$ cat config.mk
export PLATFORM = sky130hd
export DESIGN_NAME = spi_4094_chain_driver
export DESIGN_NICKNAME = d
export VERILOG_FILES = /design/src/rtl/spi_4094_chain_driver.sv
export SDC_FILE = /design/constraint.sdc
export NUM_CORES = 1
export LEC_CHECK = 0
export BUFFER_PORTS_ARGS = -buffer_cell sky130_fd_sc_hd__buf_2
export CAP_MARGIN = 20
export CORE_UTILIZATION = 30
export CTS_BUF_LIST = sky130_fd_sc_hd__clkbuf_4
export DETAILED_ROUTE_END_ITERATION = 7
export PLACE_DENSITY_LB_ADDON = 0.2
export SETUP_SLACK_MARGIN = 0.05
export SLEW_MARGIN = 25
export SYNTH_ARGS = -nofsm -noshare
export SYNTH_HDL_FRONTEND = slang
export SYNTH_SLANG_ARGS = --single-unit
$ cat constraint.sdc
create_clock -name clk -period 4.7 [get_ports clk]
set_input_delay 0.47 -clock clk [delete_from_list [all_inputs] [get_ports clk]]
set_output_delay 0.47 -clock clk [all_outputs]
set_load 0.01 [all_outputs]
$ cat src/rtl/spi_4094_chain_driver.sv
// Serial driver for a daisy-chain of 4094 shift registers.
// Shifts a parallel word out MSB-first and captures the chain's QS' output as
// readback. It then pulses the strobe. Chain outputs stay disabled until the
// first complete load.
module spi_4094_chain_driver #(
   parameter int unsigned N_BYTES       = 3,
   parameter int unsigned CLK_DIV       = 4,
   parameter int unsigned STROBE_CYCLES = 2
) (
   input  logic                   clk,
   input  logic                   rst_n,
   input  logic                   start,
   input  logic [8*N_BYTES-1:0]   data_in,
   input  logic                   oe_en,
   output logic                   busy,
   output logic                   done,
   output logic [8*N_BYTES-1:0]   readback,
   output logic                   sr_clk,
   output logic                   sr_data,
   output logic                   sr_strobe,
   input  logic                   sr_miso,
   output logic                   sr_oe
);

   localparam int unsigned W    = 8 * N_BYTES;
   localparam int unsigned CMAX = (CLK_DIV > STROBE_CYCLES) ? CLK_DIV : STROBE_CYCLES;
   localparam int unsigned CW   = $clog2(CMAX + 1);
   localparam int unsigned BW   = $clog2(W + 1);

   localparam logic [CW-1:0] DIV_LAST = CW'(CLK_DIV - 1);
   localparam logic [CW-1:0] STB_LAST = CW'(STROBE_CYCLES - 1);
   localparam logic [BW-1:0] BIT_LAST = BW'(W - 1);

   typedef enum logic [2:0] {
      IDLE,
      SHIFT_LO,
      SHIFT_HI,
      STROBE,
      DONE
   } state_t;

   state_t        state, state_nxt;
   logic [W-1:0]  shreg, shreg_nxt;
   logic [W-1:0]  cap, cap_nxt;
   logic [CW-1:0] cyc_cnt, cyc_nxt;
   logic [BW-1:0] bit_cnt, bit_nxt;
   logic          loaded;
   logic          busy_nxt, done_nxt, sr_clk_nxt, sr_data_nxt, sr_strobe_nxt;

   // State register
   always_ff @(posedge clk) begin
      if (!rst_n) state <= IDLE;
      else        state <= state_nxt;
   end

   // Next-state, datapath next values and next output values.
   // Outputs are registered from the next state, so every output is a flop.
   always_comb begin
      state_nxt = state;
      shreg_nxt = shreg;
      cap_nxt   = cap;
      cyc_nxt   = cyc_cnt + 1'b1;
      bit_nxt   = bit_cnt;

      case (state)
         IDLE: begin
            cyc_nxt = '0;
            bit_nxt = '0;
            if (start) begin
               shreg_nxt = data_in;
               state_nxt = SHIFT_LO;
            end
         end
         SHIFT_LO: begin
            if (cyc_cnt == DIV_LAST) begin
               cyc_nxt   = '0;
               // Capture QS' as sr_clk rises (value set up on the previous fall)
               cap_nxt   = {cap[W-2:0], sr_miso};
               state_nxt = SHIFT_HI;
            end
         end
         SHIFT_HI: begin
            if (cyc_cnt == DIV_LAST) begin
               cyc_nxt   = '0;
               shreg_nxt = {shreg[W-2:0], 1'b0};
               bit_nxt   = bit_cnt + 1'b1;
               state_nxt = (bit_cnt == BIT_LAST) ? STROBE : SHIFT_LO;
            end
         end
         STROBE: begin
            if (cyc_cnt == STB_LAST) begin
               cyc_nxt   = '0;
               state_nxt = DONE;
            end
         end
         DONE: begin
            cyc_nxt   = '0;
            bit_nxt   = '0;
            state_nxt = IDLE;
         end
         default: begin
            cyc_nxt   = '0;
            bit_nxt   = '0;
            state_nxt = IDLE;
         end
      endcase

      busy_nxt      = (state_nxt != IDLE);
      done_nxt      = (state_nxt == DONE);
      sr_clk_nxt    = (state_nxt == SHIFT_HI);
      sr_strobe_nxt = (state_nxt == STROBE);
      sr_data_nxt   = ((state_nxt == SHIFT_LO) || (state_nxt == SHIFT_HI)) ? shreg_nxt[W-1] : 1'b0;
   end

   // Datapath, counters, readback, loaded flag and registered outputs
   always_ff @(posedge clk) begin
      if (!rst_n) begin
         shreg     <= '0;
         cap       <= '0;
         cyc_cnt   <= '0;
         bit_cnt   <= '0;
         readback  <= '0;
         loaded    <= 1'b0;
         busy      <= 1'b0;
         done      <= 1'b0;
         sr_clk    <= 1'b0;
         sr_data   <= 1'b0;
         sr_strobe <= 1'b0;
         sr_oe     <= 1'b0;
      end else begin
         shreg     <= shreg_nxt;
         cap       <= cap_nxt;
         cyc_cnt   <= cyc_nxt;
         bit_cnt   <= bit_nxt;
         busy      <= busy_nxt;
         done      <= done_nxt;
         sr_clk    <= sr_clk_nxt;
         sr_data   <= sr_data_nxt;
         sr_strobe <= sr_strobe_nxt;
         sr_oe     <= oe_en & loaded;
         if (state_nxt == DONE) begin
            readback <= cap_nxt;
            loaded   <= 1'b1;
         end
      end
   end

endmodule

After elaboration in Yosys (flattened, before gate mapping) --
Cells that the tools add are included.
Storage, ports and cells: latch bits 0, memories 0, output and inout port bits 30, input bits 29, bits in writable memories 0, ROM bits 0, register bits 90, logic and storage cells 55
Cells by class: eq/ne operators 12, $lt $le $gt $ge 0, shift-type cells 0, $mul 0, divide/modulo/power cells 0, mux-type cells 16, bitwise logic cells 2, $add $sub $neg 2, reduce and logical (&&, ||, !) cells 9
Operator list (count):
- $mux W24 | 4
- $pmux W24 S2 | 1
- $mux W3 | 6
- $eq A3 B2 Y1 const B | 5
- $pmux W3 S4 | 1
- $pmux W5 S2 | 1
- $eq A3 B1 Y1 const B | 3
- $pmux W3 S2 | 1
- $add A5 B1 Y5 const B | 1
- $eq A5 B5 Y1 const B | 1
- $mux W5 | 1
- $ne A2 B2 Y1 const B | 2
- $reduce_and A2 Y1 | 2
- $reduce_or A2 Y1 | 2
- $add A3 B1 Y3 const B | 1
- $eq A3 B3 Y1 const B | 1
- $logic_not A3 Y1 | 1
- $reduce_and A3 Y1 | 1
- $reduce_bool A3 Y1 | 1
- $mux W2 | 1
- $reduce_bool A2 Y1 | 1
- $and A1 B1 Y1 | 1
- $logic_or A1 B1 Y1 | 1
- $not A1 Y1 | 1

Longest topological paths before layout --
depth after elaboration 7, mapped depth 8, depth with buffers taken out 6

Worst setup path before layout --
OpenSTA, ideal clock, no wires.
kind register -> register, from register cyc_cnt[0], to register bit_cnt[4], data required time 4577 ps, period minus slack after synthesis 1734 ps, cell stages (with the launch flop) 7, path buffers 0, library setup time 123 ps, arrival 1611 ps, slack 2966 ps, path through dfxtp_1 -> ha_1 -> ha_1 -> nor2b_1 -> o21ba_2 -> nor3_1 -> mux2_1
On the way: word-level cells in the longest chain between the ends 3
Ends and longest elaborated chain:
- start: declaration | line 45 | logic [CW-1:0] cyc_cnt, cyc_nxt;
- start signal: assignment | line 133 | cyc_cnt <= cyc_nxt;
- $eq A3 B2 Y1 | line 83 | if (cyc_cnt == DIV_LAST) begin
- $ne A2 B2 Y1 (no line)
- $reduce_and A2 Y1 (no line)
- end signal: assignment | line 134 | bit_cnt <= bit_nxt;
- end: declaration | line 46 | logic [BW-1:0] bit_cnt, bit_nxt;
Every way passes these cells. A chain may end at the register's enable or synchronous reset.

Worst setup path in the final report --
from register cyc_cnt[0], to register shreg[14]
On the way: word-level cells in the longest chain between the ends 3
Ends and longest elaborated chain:
- $eq A3 B2 Y1 | line 83
- $ne A2 B2 Y1 (no line)
- $reduce_and A3 Y1 (no line)
- end signal: assignment | line 131 | shreg <= shreg_nxt;
- end: declaration | line 43 | logic [W-1:0] shreg, shreg_nxt;
Every way passes these cells.

==> key figures <==
Logic synthesis
  • Syn Inst Count: 423
  • Count of synthesis-stage warnings from yosys: 0
  • Fraction of synthesis flops using an asynchronous set or reset pin: 0%
  • Average footprint of a synthesized cell: about 8.3 um2
  • Basic-gate share of the synthesized area counting and, or, nand and nor cells: 21.5%
  • Arithmetic-cell share of the synthesized area counting full adders, half adders and majority gates: ~2.5%
  • Primary flip-flop cell chosen by synthesis mapping: sky130_fd_sc_hd__dfxtp_1
  • Main combinational cell family by area after synthesis: simple AND/OR/NAND/NOR gates
  • Portion of netlist area occupied by mux cells: 0.320%
  • Post-synthesis register bit count: 90
  • Number of enable-type register cells in the synthesized netlist: 0
  • Xor and xnor area share after synthesis: less than 1%
  • Fraction of the mapped netlist area in compound gates: just under 20%
  • Library cells used by synthesis: 43
  • Sequential area share after synthesis: about half
  • Post-synth design cell area: roughly 0.0035 mm2
  • Synth Net Count: 459

Run status
  • Result of the run: complete, no violations

Setup path
  • CP max FO: 23
  • Worst R2R End: shreg[14]
  • Launch instance of the worst register-to-register path: cyc_cnt[0]
  • Setup Crit Path Kind: flop to flop
  • Buffers and inverters on the worst path: 0
  • Startpoint type of the worst setup path: flop
  • Total stage count of the critical path: 6
  • FF-to-FF path depth: 6
  • Flop2flop setup slack: 2.11 ns
  • Category of the worst setup path capture point: flop
  • Cell-by-cell listing of the critical path: ha_1, ha_1, and4bb_1, nor2_2, nand2_1, a21oi_1
  • Crit path largest cell delay: 0.83 ns
  • Required time of the worst setup path: between 5 and 6 ns
  • Top cell family by delay on the critical path: simple AND/OR/NAND/NOR gates
  • Arr. time, crit path: ~3.0 ns
  • Standard cell with the maximum stage delay on the critical path: sky130_fd_sc_hd__nor2_2
  • Most prevalent standard cell on the critical path: sky130_fd_sc_hd__ha_1

Timing
  • Setup repair after global routing missed its margin: no
  • Finish-stage setup viols: 0
  • Setup total negative slack: 0 ns
  • Final hold slack: about 0.24 ns
  • Max Clk Rate: around 0.39 GHz
  • Post-layout min period: about 2.6 ns
  • Relative max-transition margin: approximately 36%
  • Final slew viol count: 0
  • Final worst clock skew: between 0.015 and 0.02 ns
  • Slack of the critical path: 2.11 ns
  • Count of final hold-check violations: 0
  • Final worst path period share: 55.2%
  • Transition time of the tightest slew-check pin: between 0.9 and 1 ns

Placed design
  • Port Buffer Count: 58
  • GP Congestion: 0.746
  • Half-perimeter wire length after placement: 4940 um
  • Place WS: about 2.1 ns
  • Number of placed instances with taps included: approximately 600

Clock tree
  • Maximum level of the CTS H-tree: 3
  • Worst-Skew Late Latency: 0.47 ns
  • Hold buffer count at cts: 0
  • Number of buffers created by CTS: 9
  • Maximum buffer depth of the clock tree: 2
  • Sinks on Clock Net: 90
  • Number of setup buffers added after CTS: 0
  • Root buf cell: sky130_fd_sc_hd__clkbuf_4
  • CTS tree: built
  • Clock transition at the registers of the reported paths: around 0.14 ns
  • Post-cts resize count: 0

Drt
  • First-pass DRT Iterations: 4
  • Final WL: around 7700 um
  • Met1 wire length: around 3800 um
  • DRC errors left: 0
  • Via total after detailed routing: slightly below 3000
  • Wire per inst: between 10 and 15 um
  • Detail Route met3 WL: about 340 um
  • Highest routing layer actually used: met4
  • Number of routed nets with antenna violations: 0
  • Detail-routed via count per cell: around 4.7
  • WL met2: 3470 um
  • DR iter-0 viols: 140

Worst hold path
  • Worst min-delay path category: primary input to flop
  • Endpoint with the worst hold slack: sr_oe
  • Worst Min Path Start: oe_en
  • Worst Hold Depth: 2

Finish
  • Share of cells above drive strength 1: a little under a fifth
  • ANT cells: 0
  • Layout Nets: approximately 500
  • Total of fill cells in the finished design: 1252
  • Area growth from synthesis to layout: 13.5%
  • Fin cells: slightly above 600

Die
  • Standard-cell row count: 39
  • Number of I/O pins: around 60
  • CORE AREA: ~0.011 mm2
  • Total die area: 0.0122 mm2
  • Height of the die: about 110 um
  • Die outline width: approximately 110 um
  • Initial standard-cell utilization of the core: a little under a third

Global routing
  • Via count of the first global-routing pass: between 2000 and 3000
  • Final global-route overflow total: 0
  • Number of antenna violations at the first check in global routing: 0
  • GRT Total Usage: between 10% and 20%
  • Wire length of the first global-routing pass: approximately 13000 um
  • Largest net degree at the start of global routing: between 60 and 70

Power and ir drop
  • Areal power density over the cells: 313 mW/mm2
  • Worst-case vdd ir drop: ~130 uV
  • Leakage power total: 1.50 nW

Job
  • Maximum capacitance violations: 0
[through the flow]
| stage | total power, mW | instance area (um2) | utilization [%] |
|---|---|---|---|
| after floorplan | 0.854 | 3520 | - |
| after global placement | 0.879 | 3880 | 33.9 |
| after detailed placement | 0.881 | 3880 | 34.0 |
| after CTS | 1.27 | 4000 | 35.0 |
| after global routing | 1.32 | 4000 | 35.0 |
| final | 1.25 | 4000 | 35.0 |
[placed cells by master, fill, tap and decap left out, drive strengths merged, types with 3 or more instances in the layout]
cell type  count
nand2        122
nor2b          4
buf           60
nor2          16
nand2b         3
o21ai          6
inv           11
nor3           7
ha             7
clkbuf        10
a22oi         24
clkinv         4
or3            3
dfxtp         90
a21oi         78
[cells in the mapped netlist, types with 2 or more instances]
library cell / instances / share of area [%]
sky130_fd_sc_hd__nand2_1: 122 / 13
sky130_fd_sc_hd__dfxtp_1: 90 / 51
sky130_fd_sc_hd__a21oi_1: 78 / 11
sky130_fd_sc_hd__a22oi_1: 24 / 5.1
sky130_fd_sc_hd__buf_2: 14 / 2.0
sky130_fd_sc_hd__nor2_1: 14 / 1.5
sky130_fd_sc_hd__clkbuf_1: 10 / 1.1
sky130_fd_sc_hd__inv_1: 8 / 0.85
sky130_fd_sc_hd__ha_1: 7 / 2.5
sky130_fd_sc_hd__nor3_1: 6 / 0.85
sky130_fd_sc_hd__o21ai_0: 5 / 0.71
sky130_fd_sc_hd__nor2b_1: 4 / 0.71
sky130_fd_sc_hd__nand2b_1: 3 / 0.53
sky130_fd_sc_hd__or3_1: 3 / 0.53
sky130_fd_sc_hd__and2_1: 2 / 0.36
sky130_fd_sc_hd__and3_1: 2 / 0.36
sky130_fd_sc_hd__inv_2: 2 / 0.21
sky130_fd_sc_hd__nand3_1: 2 / 0.28
sky130_fd_sc_hd__nor2_2: 2 / 0.36
sky130_fd_sc_hd__o21a_1: 2 / 0.43
[sequential cells by signal, summed over array words and instances, names as in the netlist]
register,cells
cap,24
readback,24
shreg,24
bit_cnt,5
cyc_cnt,3
state,3
busy,1
done,1
loaded,1
sr_clk,1
sr_data,1
sr_oe,1
sr_strobe,1
[worst register-to-register path, stage by stage, from the launching register on]
cell and delay, ns:
sky130_fd_sc_hd__dfxtp_1 0.36, sky130_fd_sc_hd__ha_1 0.24, sky130_fd_sc_hd__ha_1 0.28, sky130_fd_sc_hd__and4bb_1 0.52
sky130_fd_sc_hd__nor2_2 0.84, sky130_fd_sc_hd__nand2_1 0.12, sky130_fd_sc_hd__a21oi_1 0.17
[report_power, final]
part           leakage, nW  total [mW]  internal [mW]  switching, mW
registers            0.729       0.788          0.778         0.0106
clock network       0.0644       0.387          0.116          0.271
logic                0.703      0.0751         0.0297         0.0454
[how the worst max path moves through the flow]
stage	start	endpoint	slack (ns)
finish	cyc_cnt[0]	shreg[14]	2.11
global route	cyc_cnt[0]	shreg[10]	1.83
CTS	cyc_cnt[0]	shreg[8]	2.09
detailed placement	cyc_cnt[0]	shreg[22]	2.10
global placement	cyc_cnt[0]	shreg[22]	2.19
floorplan	cyc_cnt[0]	bit_cnt[4]	2.97
[kinds of logic after synthesis]
kind of cell    Yosys count
mux                       1
compound gates          116
simple gates            170
fa+ha+maj                 7
flops                    90
buf+inv                  37
xor+xnor                  2
[routing by layer]
metal | vias up | GRT usage [%]
met1 | 1323 | 17.2
met4 | 0 | 5.64
met2 | 44 | 21.3
met5 | - | 0
li1 | 1518 | -
met3 | 13 | 4.35
[cell type report]
type	instances	area (um2)	share of cell area (%)
clock buffers	10	75.1	1.88
clock inverters	6	42.5	1.06
inverters	10	37.5	0.939
multi-input cells	296	1560	39.0
flip-flops and latches	90	1800	45.1
well taps	143	179	4.47
repair buffers	60	305	7.63
No activity file was read; power rests on OpenSTA's default activity.
